$ cat config.mk
export PLATFORM = sky130hd
export DESIGN_NAME = serial_adder_seq
export DESIGN_NICKNAME = d
export VERILOG_FILES = /design/src/rtl/serial_adder_pkg.sv /design/src/rtl/serial_adder_seq_cell.sv /design/src/rtl/serial_adder_seq.sv
export SDC_FILE = /design/constraint.sdc
export NUM_CORES = 1
export LEC_CHECK = 0
export ABC_AREA = 1
export CORE_ASPECT_RATIO = 0.7
export CORE_MARGIN = 2
export CORE_UTILIZATION = 40
export CTS_BUF_LIST = sky130_fd_sc_hd__clkbuf_16
export CTS_CLUSTER_SIZE = 20
export DETAILED_ROUTE_END_ITERATION = 10
export GPL_TIMING_DRIVEN = 1
export PLACE_DENSITY = 0.73
export SKIP_CTS_REPAIR_TIMING = 1
export SLEW_MARGIN = 20
export SYNTH_ARGS = -nofsm -noshare
export SYNTH_HDL_FRONTEND = slang
export SYNTH_SLANG_ARGS = --single-unit
$ cat constraint.sdc
create_clock -name clk -period 1.3 [get_ports clk]
set_input_delay 0.325 -clock clk [delete_from_list [all_inputs] [get_ports clk]]
set_output_delay 0.325 -clock clk [all_outputs]
set_load 0.01 [all_outputs]
$ cat src/rtl/serial_adder_pkg.sv
// Shared definitions for the bit-serial adder sequencer: FSM state encoding
// and the width of the state register.
package serial_adder_pkg;

  localparam int unsigned STATE_W = 2;

  typedef enum logic [STATE_W-1:0] {
    ST_IDLE = 2'd0,
    ST_RUN  = 2'd1,
    ST_DONE = 2'd2
  } state_t;

endpackage

$ cat src/rtl/serial_adder_seq_cell.sv
// 1-bit full-adder cell: gate-level sum and carry from a, b and carry-in.
module adderstructural (
  input  logic a,
  input  logic b,
  input  logic cin,
  output logic s,
  output logic cout
);

  logic axb;
  logic ab;
  logic cx;

  assign axb  = a ^ b;
  assign ab   = a & b;
  assign cx   = cin & axb;
  assign s    = axb ^ cin;
  assign cout = ab | cx;

endmodule

$ cat src/rtl/serial_adder_seq.sv
// Bit-serial WIDTH-bit adder: accepts operands over valid/ready, feeds one bit
// pair per clock into a full-adder cell LSB first, returns {cout,sum}.
module serial_adder_seq
  import serial_adder_pkg::*;
#(
  parameter int unsigned WIDTH = 8
) (
  input  logic             clk,
  input  logic             rst_n,
  input  logic             in_valid,
  output logic             in_ready,
  input  logic [WIDTH-1:0] op_a,
  input  logic [WIDTH-1:0] op_b,
  input  logic             in_cin,
  output logic             out_valid,
  input  logic             out_ready,
  output logic [WIDTH-1:0] sum,
  output logic             cout
);

  localparam int unsigned CNT_W = $clog2(WIDTH + 1);
  localparam logic [CNT_W-1:0] CNT_LAST = CNT_W'(WIDTH - 1);

  state_t           state_q, state_d;
  logic [WIDTH-1:0] sh_a_q, sh_a_d;
  logic [WIDTH-1:0] sh_b_q, sh_b_d;
  logic [WIDTH-1:0] sum_q, sum_d;
  logic             carry_q, carry_d;
  logic [CNT_W-1:0] cnt_q, cnt_d;
  logic             in_ready_q, in_ready_d;
  logic             out_valid_q, out_valid_d;
  logic [WIDTH-1:0] res_sum_q, res_sum_d;
  logic             res_cout_q, res_cout_d;

  logic             cell_s;
  logic             cell_cout;
  logic [WIDTH-1:0] sum_shift;

  adderstructural u_cell (
    .a    (sh_a_q[0]),
    .b    (sh_b_q[0]),
    .cin  (carry_q),
    .s    (cell_s),
    .cout (cell_cout)
  );

  // Shift-in from the top expressed with shifts so WIDTH=1 needs no empty slice.
  assign sum_shift = (sum_q >> 1) | (WIDTH'(cell_s) << (WIDTH - 1));

  always_comb begin
    state_d     = state_q;
    sh_a_d      = sh_a_q;
    sh_b_d      = sh_b_q;
    sum_d       = sum_q;
    carry_d     = carry_q;
    cnt_d       = cnt_q;
    in_ready_d  = in_ready_q;
    out_valid_d = out_valid_q;
    res_sum_d   = res_sum_q;
    res_cout_d  = res_cout_q;

    case (state_q)
      ST_IDLE: begin
        if (in_valid) begin
          sh_a_d     = op_a;
          sh_b_d     = op_b;
          carry_d    = in_cin;
          cnt_d      = '0;
          sum_d      = '0;
          in_ready_d = 1'b0;
          state_d    = ST_RUN;
        end
      end
      ST_RUN: begin
        sh_a_d  = sh_a_q >> 1;
        sh_b_d  = sh_b_q >> 1;
        sum_d   = sum_shift;
        carry_d = cell_cout;
        cnt_d   = cnt_q + 1'b1;
        // Result registers load on the final bit so outputs stay zero until DONE.
        if (cnt_q == CNT_LAST) begin
          res_sum_d   = sum_shift;
          res_cout_d  = cell_cout;
          out_valid_d = 1'b1;
          state_d     = ST_DONE;
        end
      end
      ST_DONE: begin
        if (out_ready) begin
          res_sum_d   = '0;
          res_cout_d  = 1'b0;
          out_valid_d = 1'b0;
          in_ready_d  = 1'b1;
          state_d     = ST_IDLE;
        end
      end
      default: begin
        res_sum_d   = '0;
        res_cout_d  = 1'b0;
        out_valid_d = 1'b0;
        in_ready_d  = 1'b1;
        state_d     = ST_IDLE;
      end
    endcase
  end

  always_ff @(posedge clk) begin
    if (!rst_n) begin
      state_q     <= ST_IDLE;
      sh_a_q      <= '0;
      sh_b_q      <= '0;
      sum_q       <= '0;
      carry_q     <= 1'b0;
      cnt_q       <= '0;
      in_ready_q  <= 1'b1;
      out_valid_q <= 1'b0;
      res_sum_q   <= '0;
      res_cout_q  <= 1'b0;
    end else begin
      state_q     <= state_d;
      sh_a_q      <= sh_a_d;
      sh_b_q      <= sh_b_d;
      sum_q       <= sum_d;
      carry_q     <= carry_d;
      cnt_q       <= cnt_d;
      in_ready_q  <= in_ready_d;
      out_valid_q <= out_valid_d;
      res_sum_q   <= res_sum_d;
      res_cout_q  <= res_cout_d;
    end
  end

  assign in_ready  = in_ready_q;
  assign out_valid = out_valid_q;
  assign sum       = res_sum_q;
  assign cout      = res_cout_q;

endmodule

=== Word-level counts from Yosys, hierarchy flattened ===
Cells that the tools add are included.

* Register bits: 42
* Input port bits: 21
* Output and inout port bits: 11
* Word-level logic and storage cells: 56

* $add $sub $neg: 1
* Equal/unequal tests: 6
* Muxes and demuxes: 25
* Bitwise operators: 8
* Reduce and logical (&&, ||, !) cells: 6

{| class="wikitable"
|+ Operators with widths
! kind !! number
|-
| 8-bit case mux with 2 select lines || 3
|-
| 8-bit 2-to-1 mux || 5
|-
| 8-bit case mux with 3 select lines || 1
|-
| 1-bit case mux with 3 select lines || 3
|-
| 3-bit AND reduction || 3
|-
| 7-bit by 8-bit OR with 8-bit output || 1
|-
| 4-bit case mux with 2 select lines || 1
|-
| 1-bit 2-to-1 mux || 6
|-
| 2-bit 2-to-1 mux || 3
|-
| 2-bit != test, second input constant || 3
|-
| 2-bit case mux with 3 select lines || 1
|-
| 4-bit by 1-bit adder with 4-bit output, second input constant || 1
|-
| 4-bit by 3-bit == test with 1-bit output, second input constant || 1
|-
| 4-bit 2-to-1 mux || 1
|-
| 1-bit bitwise AND || 2
|-
| 2-bit by 1-bit == test with 1-bit output, second input constant || 1
|-
| 2-bit == test, second input constant || 1
|-
| 2-bit zero test || 1
|-
| 1-bit inverter || 2
|-
| 1-bit case mux with 2 select lines || 1
|-
| 2-bit AND reduction || 1
|-
| 2-bit nonzero test || 1
|-
| 1-bit bitwise XOR || 2
|-
| 1-bit OR || 1
|}

=== Depth between registers and ports, before layout ===
* Word-level depth: 5
* Mapped depth: 8
* Mapped depth without buffers: 7

=== By module ===
Synthesis repeated with hierarchy kept, for this count alone.

* Cells, all modules: 228
* Area, all modules: 1,676.6 µm²

{| class="wikitable"
|+ By module, submodules not included
! module !! times used !! cells each !! area each (µm²) !! seq. area each (µm²)
|-
| serial_adder_seq || 1 || 227 || 1,656.6 || 820.8
|-
| adderstructural || 1 || 1 || 20.0 || 0.0
|}

=== Worst setup path after synthesis ===
No wires, ideal clock.

* Path type: register -> register
* From: register carry_q
* To: register res_sum_q[7] (netlist: sum[7])
* Library setup time: 0.070 ns
* Arrival: 1.139 ns
* Required time: 1.230 ns
* Path slack: 0.091 ns
* Stages on the path, launching flop included: 6
* Buffers on the path: 0
* Period minus slack after synthesis: 1.209 ns
* Path through: dfxtp_1 -> inv_1 -> fa_1 -> nor2_1 -> nand3_1 -> a21oi_1

* Longest elaborated chain between the ends: 4

{| class="wikitable"
|+ RTL lines
! element !! line !! source
|-
| from (decl) || serial_adder_seq.sv:28 || <nowiki>logic carry_q, carry_d;</nowiki>
|-
| from (signal assigned) || serial_adder_seq.sv:124 || <nowiki>carry_q <= carry_d;</nowiki>
|-
| 1-bit bitwise XOR || serial_adder_seq_cell.sv:17 || <nowiki>assign s = axb ^ cin;</nowiki>
|-
| 7-bit by 8-bit OR with 8-bit output || serial_adder_seq.sv:48 || <nowiki>assign sum_shift = (sum_q >> 1) | (WIDTH'(cell_s) << (WIDTH - 1));</nowiki>
|-
| 8-bit 2-to-1 mux || serial_adder_seq.sv:81 || <nowiki>if (cnt_q == CNT_LAST) begin</nowiki>
|-
| 8-bit case mux with 3 select lines || serial_adder_seq.sv:62 || <nowiki>case (state_q)</nowiki>
|-
| to (signal assigned) || serial_adder_seq.sv:128 || <nowiki>res_sum_q <= res_sum_d;</nowiki>
|-
| to (decl) || serial_adder_seq.sv:32 || <nowiki>logic [WIDTH-1:0] res_sum_q, res_sum_d;</nowiki>
|}

No other way between the ends. The select of a mux whose other input is x is not followed.
A chain may end at the register's enable or synchronous reset.

=== Final worst setup path ===
* From: register sh_a_q[0]
* To: register sum_q[7]

* Longest elaborated chain between the ends: 4

{| class="wikitable"
|+ RTL lines
! element !! line !! source
|-
| from (decl) || serial_adder_seq.sv:25 || <nowiki>logic [WIDTH-1:0] sh_a_q, sh_a_d;</nowiki>
|-
| from (signal assigned) || serial_adder_seq.sv:110 || <nowiki>sh_a_q <= '0;</nowiki>
|-
| from (signal assigned) || serial_adder_seq.sv:121 || <nowiki>sh_a_q <= sh_a_d;</nowiki>
|-
| 1-bit bitwise XOR || serial_adder_seq_cell.sv:14 || <nowiki>assign axb = a ^ b;</nowiki>
|-
| 1-bit bitwise XOR || serial_adder_seq_cell.sv:17 ||
|-
| 7-bit by 8-bit OR with 8-bit output || serial_adder_seq.sv:48 ||
|-
| 8-bit case mux with 2 select lines || serial_adder_seq.sv:62 ||
|-
| to (signal assigned) || serial_adder_seq.sv:123 || <nowiki>sum_q <= sum_d;</nowiki>
|-
| to (decl) || serial_adder_seq.sv:27 || <nowiki>logic [WIDTH-1:0] sum_q, sum_d;</nowiki>
|}

No other way between the ends.

==> summary.md <==
| Metric | Value |
|---|---|
| Status | `finished, final reports clean` |
| Synth Cell Area | `0.00168 sq mm` |
| Final Cycle Share | `about 97%` |
| Power share of the clock group | `39.5%` |
| Combinational share of power | `13.2%` |
| Reg power frac | `47.3%` |
| Fmax | `791 MHz` |
| Root buf cell | `clkbuf_16` |
| DRT Wirelength | `approximately 3800 um` |
| Maximum number of pins on one net before global-route repair | `24` |
| Crit path launch type | `flip-flop` |
| Final setup fails | `0` |
| Dominant cells by area after synthesis | `dfxtp_1 49%, nand2_1 18%, a21oi_1 11%` |
| Register area share after synthesis | `between 40% and 50%` |
| CTS Sinks | `41` |
| Reg-to-Reg Start | `sh_a_q[0]$_SDFFE_PN0P_` |
| Syn avg cell area | `roughly 7.4 sq um` |
| Slew HR | `82.8%` |
| Core footprint | `~0.004 sq mm` |
| Post-synth EDFFs | `0` |
| CP arrival | `roughly 1.4 ns` |
| LEAKAGE | `1.12 nW` |
| Total of max-cap violations | `0` |
| Final critical-path required period | `1.26 ns` |
| Final Max Slew Viols | `0` |
| Post-Place Worst Slack | `-0.295 ns` |
| Total Neg Setup Slack | `0 ns` |
| Multi-input logic area | `approximately 800 sq um` |
| Congestion Overflow GR | `0` |
| Starting Density | `42.4%` |
| WS Path Type | `flip-flop to flip-flop` |
| Area Growth Syn to Fin | `38.3%` |
| Layout Nets | `293` |
| Post-route insts no fill | `322` |
| Num ports | `32` |
| Routed vias/inst | `4.92` |
| H-tree levels | `2` |
| Clock buffer depth | `2` |
| Worst Path Required | `1.46 ns` |
| RSZ-0062 raised after global routing | `yes` |
| Vias | `1585` |
| DRC errors left | `0` |
| Post-synth top area share | `48.7%` |
| Antenna cell count | `0` |
| Hold Crit Class | `input port to flip-flop` |
| Mapped Cells | `229` |
| Slew @ Worst Pin | `0.258 ns` |
| Gr usage total | `16.6%` |
| Critical path capture point type | `flip-flop` |
| P_sw | `just under 0.7 mW` |
| Cell accounting for the most synthesized area | `dfxtp_1` |
| DIE WIDTH | `81.6 um` |
| CTS tree | `built` |
| Hold Path Depth | `4` |
| Sw frac | `a little under a quarter` |
| Placed Cells | `roughly 310` |
| Setup slack, reg-to-reg | `0.04 ns` |
| Setup Skew | `0.00581 ns` |
| Initial antenna violation count | `0` |
| Mapped Nets | `252` |
| Power per cell area | `1220 mW/mm^2` |
| Internal Dissipation | `2.17 mW` |
| Post-route antenna net violation count | `0` |
| Critical Path Source | `sh_a_q[0]$_SDFFE_PN0P_` |
| Gpl congestion | `between 0.8 and 0.9` |
| List of most frequent post-synthesis cells | `79 x nand2_1, 41 x dfxtp_1, 37 x a21oi_1` |
| Max FO, Critical Path | `2` |
| Final count of hold timing violations | `0` |
| Fillers | `~380` |
| CP endpoint | `sum_q[7]$_SDFFE_PN0P_` |
| Async S/R FF share, synth | `0%` |
| Synth Flop Type | `dfxtp_1` |
| PnR worst setup slack | `0.0353 ns` |
| FF-to-FF path depth | `5` |
| PortBufs | `31` |
| Distinct cell type count of the synthesized netlist | `21` |
| Clk Latency, worst-skew pair | `~0.28 ns` |
| Die H | `58.3 um` |
| Post-Route Utilization | `58.7%` |
| DP HPWL | `2440 um` |
| Yosys reg bits | `41` |
| Yosys Warn Count | `0` |
| WL/cell | `11.8 um` |
| Num CTS Buffers | `5` |
| Max VDD drop | `0.759 mV` |
| Register clock-pin slew on the reported worst setup and hold paths | `0.06 ns` |
| # rows | `19` |
| Crit Reg-Reg Endpoint | `sum_q[7]$_SDFFE_PN0P_` |
| Layout cells sized above 1 | `14.4%` |
| Most frequent cell after synthesis | `nand2_1` |
| Die area | `0.00475 sq mm` |
| Via count of the first global-routing pass | `1416` |
| First-pass GRT wire length | `6080 um` |
| Reg area | `between 800 and 900 sq um` |
| DRT iter0 DRCs | `60` |
| First-pass detailed-route iteration total | `4` |
metal layers:
| layer | vias to the layer above | global-route usage [%] | wire (um) |
|---|---|---|---|
| met1 | 730 | 21.9 | 1910 |
| met5 | - | 0 | 0 |
| met2 | 28 | 27.3 | 1690 |
| met3 | 2 | 4.29 | 178 |
| met4 | 0 | 4.36 | 19 |
| li1 | 825 | - | - |
cell families after synthesis:
| kind of cell | Yosys count | share of synthesized area [%] |
|---|---|---|
| AO/OA/AOI/OAI | 41 | 12.3 |
| adder cells (fa/ha/maj) | 2 | 1.93 |
| buffers and inverters | 23 | 5.79 |
| flip-flops | 41 | 48.7 |
| AND/OR/NAND/NOR | 122 | 31.2 |
metrics by stage:
step                      area, sq um  total power [mW]  hold WS, ns
after floorplan                  1680              1.56        0.409
after global placement           2110              1.71        0.450
after detailed placement         2110              1.72        0.448
after CTS                        2250              2.84        0.463
after global routing             2330              2.98        0.465
final                            2330              2.84        0.436
sequential cells by signal, summed over array words and instances (netlist names):
signal / count
state_q: 2
carry_q: 1
cout: 1
sum_q: 7
sh_a_q: 8
in_ready: 1
sum: 8
sh_b_q: 8
cnt_q: 4
out_valid: 1
worst min path at each step:
stage	from	slack (ns)	end
finish	in_valid	0.44	in_ready$_SDFFE_PN1P_
global route	in_valid	0.46	in_ready$_SDFFE_PN1P_
CTS	cout$_SDFFE_PN0P_	0.46	cout$_SDFFE_PN0P_
detailed placement	in_ready$_SDFFE_PN1P_	0.45	in_ready$_SDFFE_PN1P_
global placement	in_ready$_SDFFE_PN1P_	0.45	in_ready$_SDFFE_PN1P_
floorplan	rst_n	0.41	in_ready$_SDFFE_PN1P_
cell type report:
cell class	count	area share [%]
Sequential cell	41	35.5
Multi-Input combinational cell	165	34.1
Timing Repair Buffer	44	19.7
Clock buffer	5	5.37
Tap cell	52	2.79
Inverter	13	2.31
Clock inverter	2	0.322
cells in the final DEF (no fill, tap or decap), types with 2 or more instances in the layout:
| cell | synthesis | routed |
|---|---|---|
| clkbuf_16 | 0 | 5 |
| nor2_1 | 17 | 15 |
| inv_2 | 3 | 4 |
| buf_6 | 0 | 2 |
| dfxtp_2 | 0 | 4 |
| o21ai_0 | 3 | 3 |
| buf_4 | 1 | 10 |
| dlymetal6s2s_1 | 0 | 12 |
| nand2_2 | 0 | 3 |
| nand3_2 | 2 | 2 |
| nand3_1 | 13 | 12 |
| inv_1 | 9 | 8 |
| nor2_2 | 1 | 3 |
| clkinv_1 | 1 | 2 |
| a21oi_1 | 37 | 37 |
| nand2_1 | 79 | 76 |
| nand4_1 | 7 | 7 |
| dfxtp_1 | 41 | 37 |
| clkdlybuf4s50_1 | 0 | 19 |
critical path: stages (launching register included):
cell and delay (ns):
dfxtp_2 0.33, inv_2 0.04, fa_1 0.56, nor2_2 0.05, a21oi_1 0.11, nor2_1 0.06
power by group through the flow:
stage / Clock, mW / Sequential, mW / Combinational, mW
global route: 1.22 / 1.35 / 0.415
floorplan: 0 / 1.36 / 0.201
finish: 1.12 / 1.34 / 0.375
global placement: 0 / 1.37 / 0.346
detailed placement: 0 / 1.37 / 0.352
CTS: 1.14 / 1.34 / 0.355
Note: power is estimated with default switching activity, not from simulation.
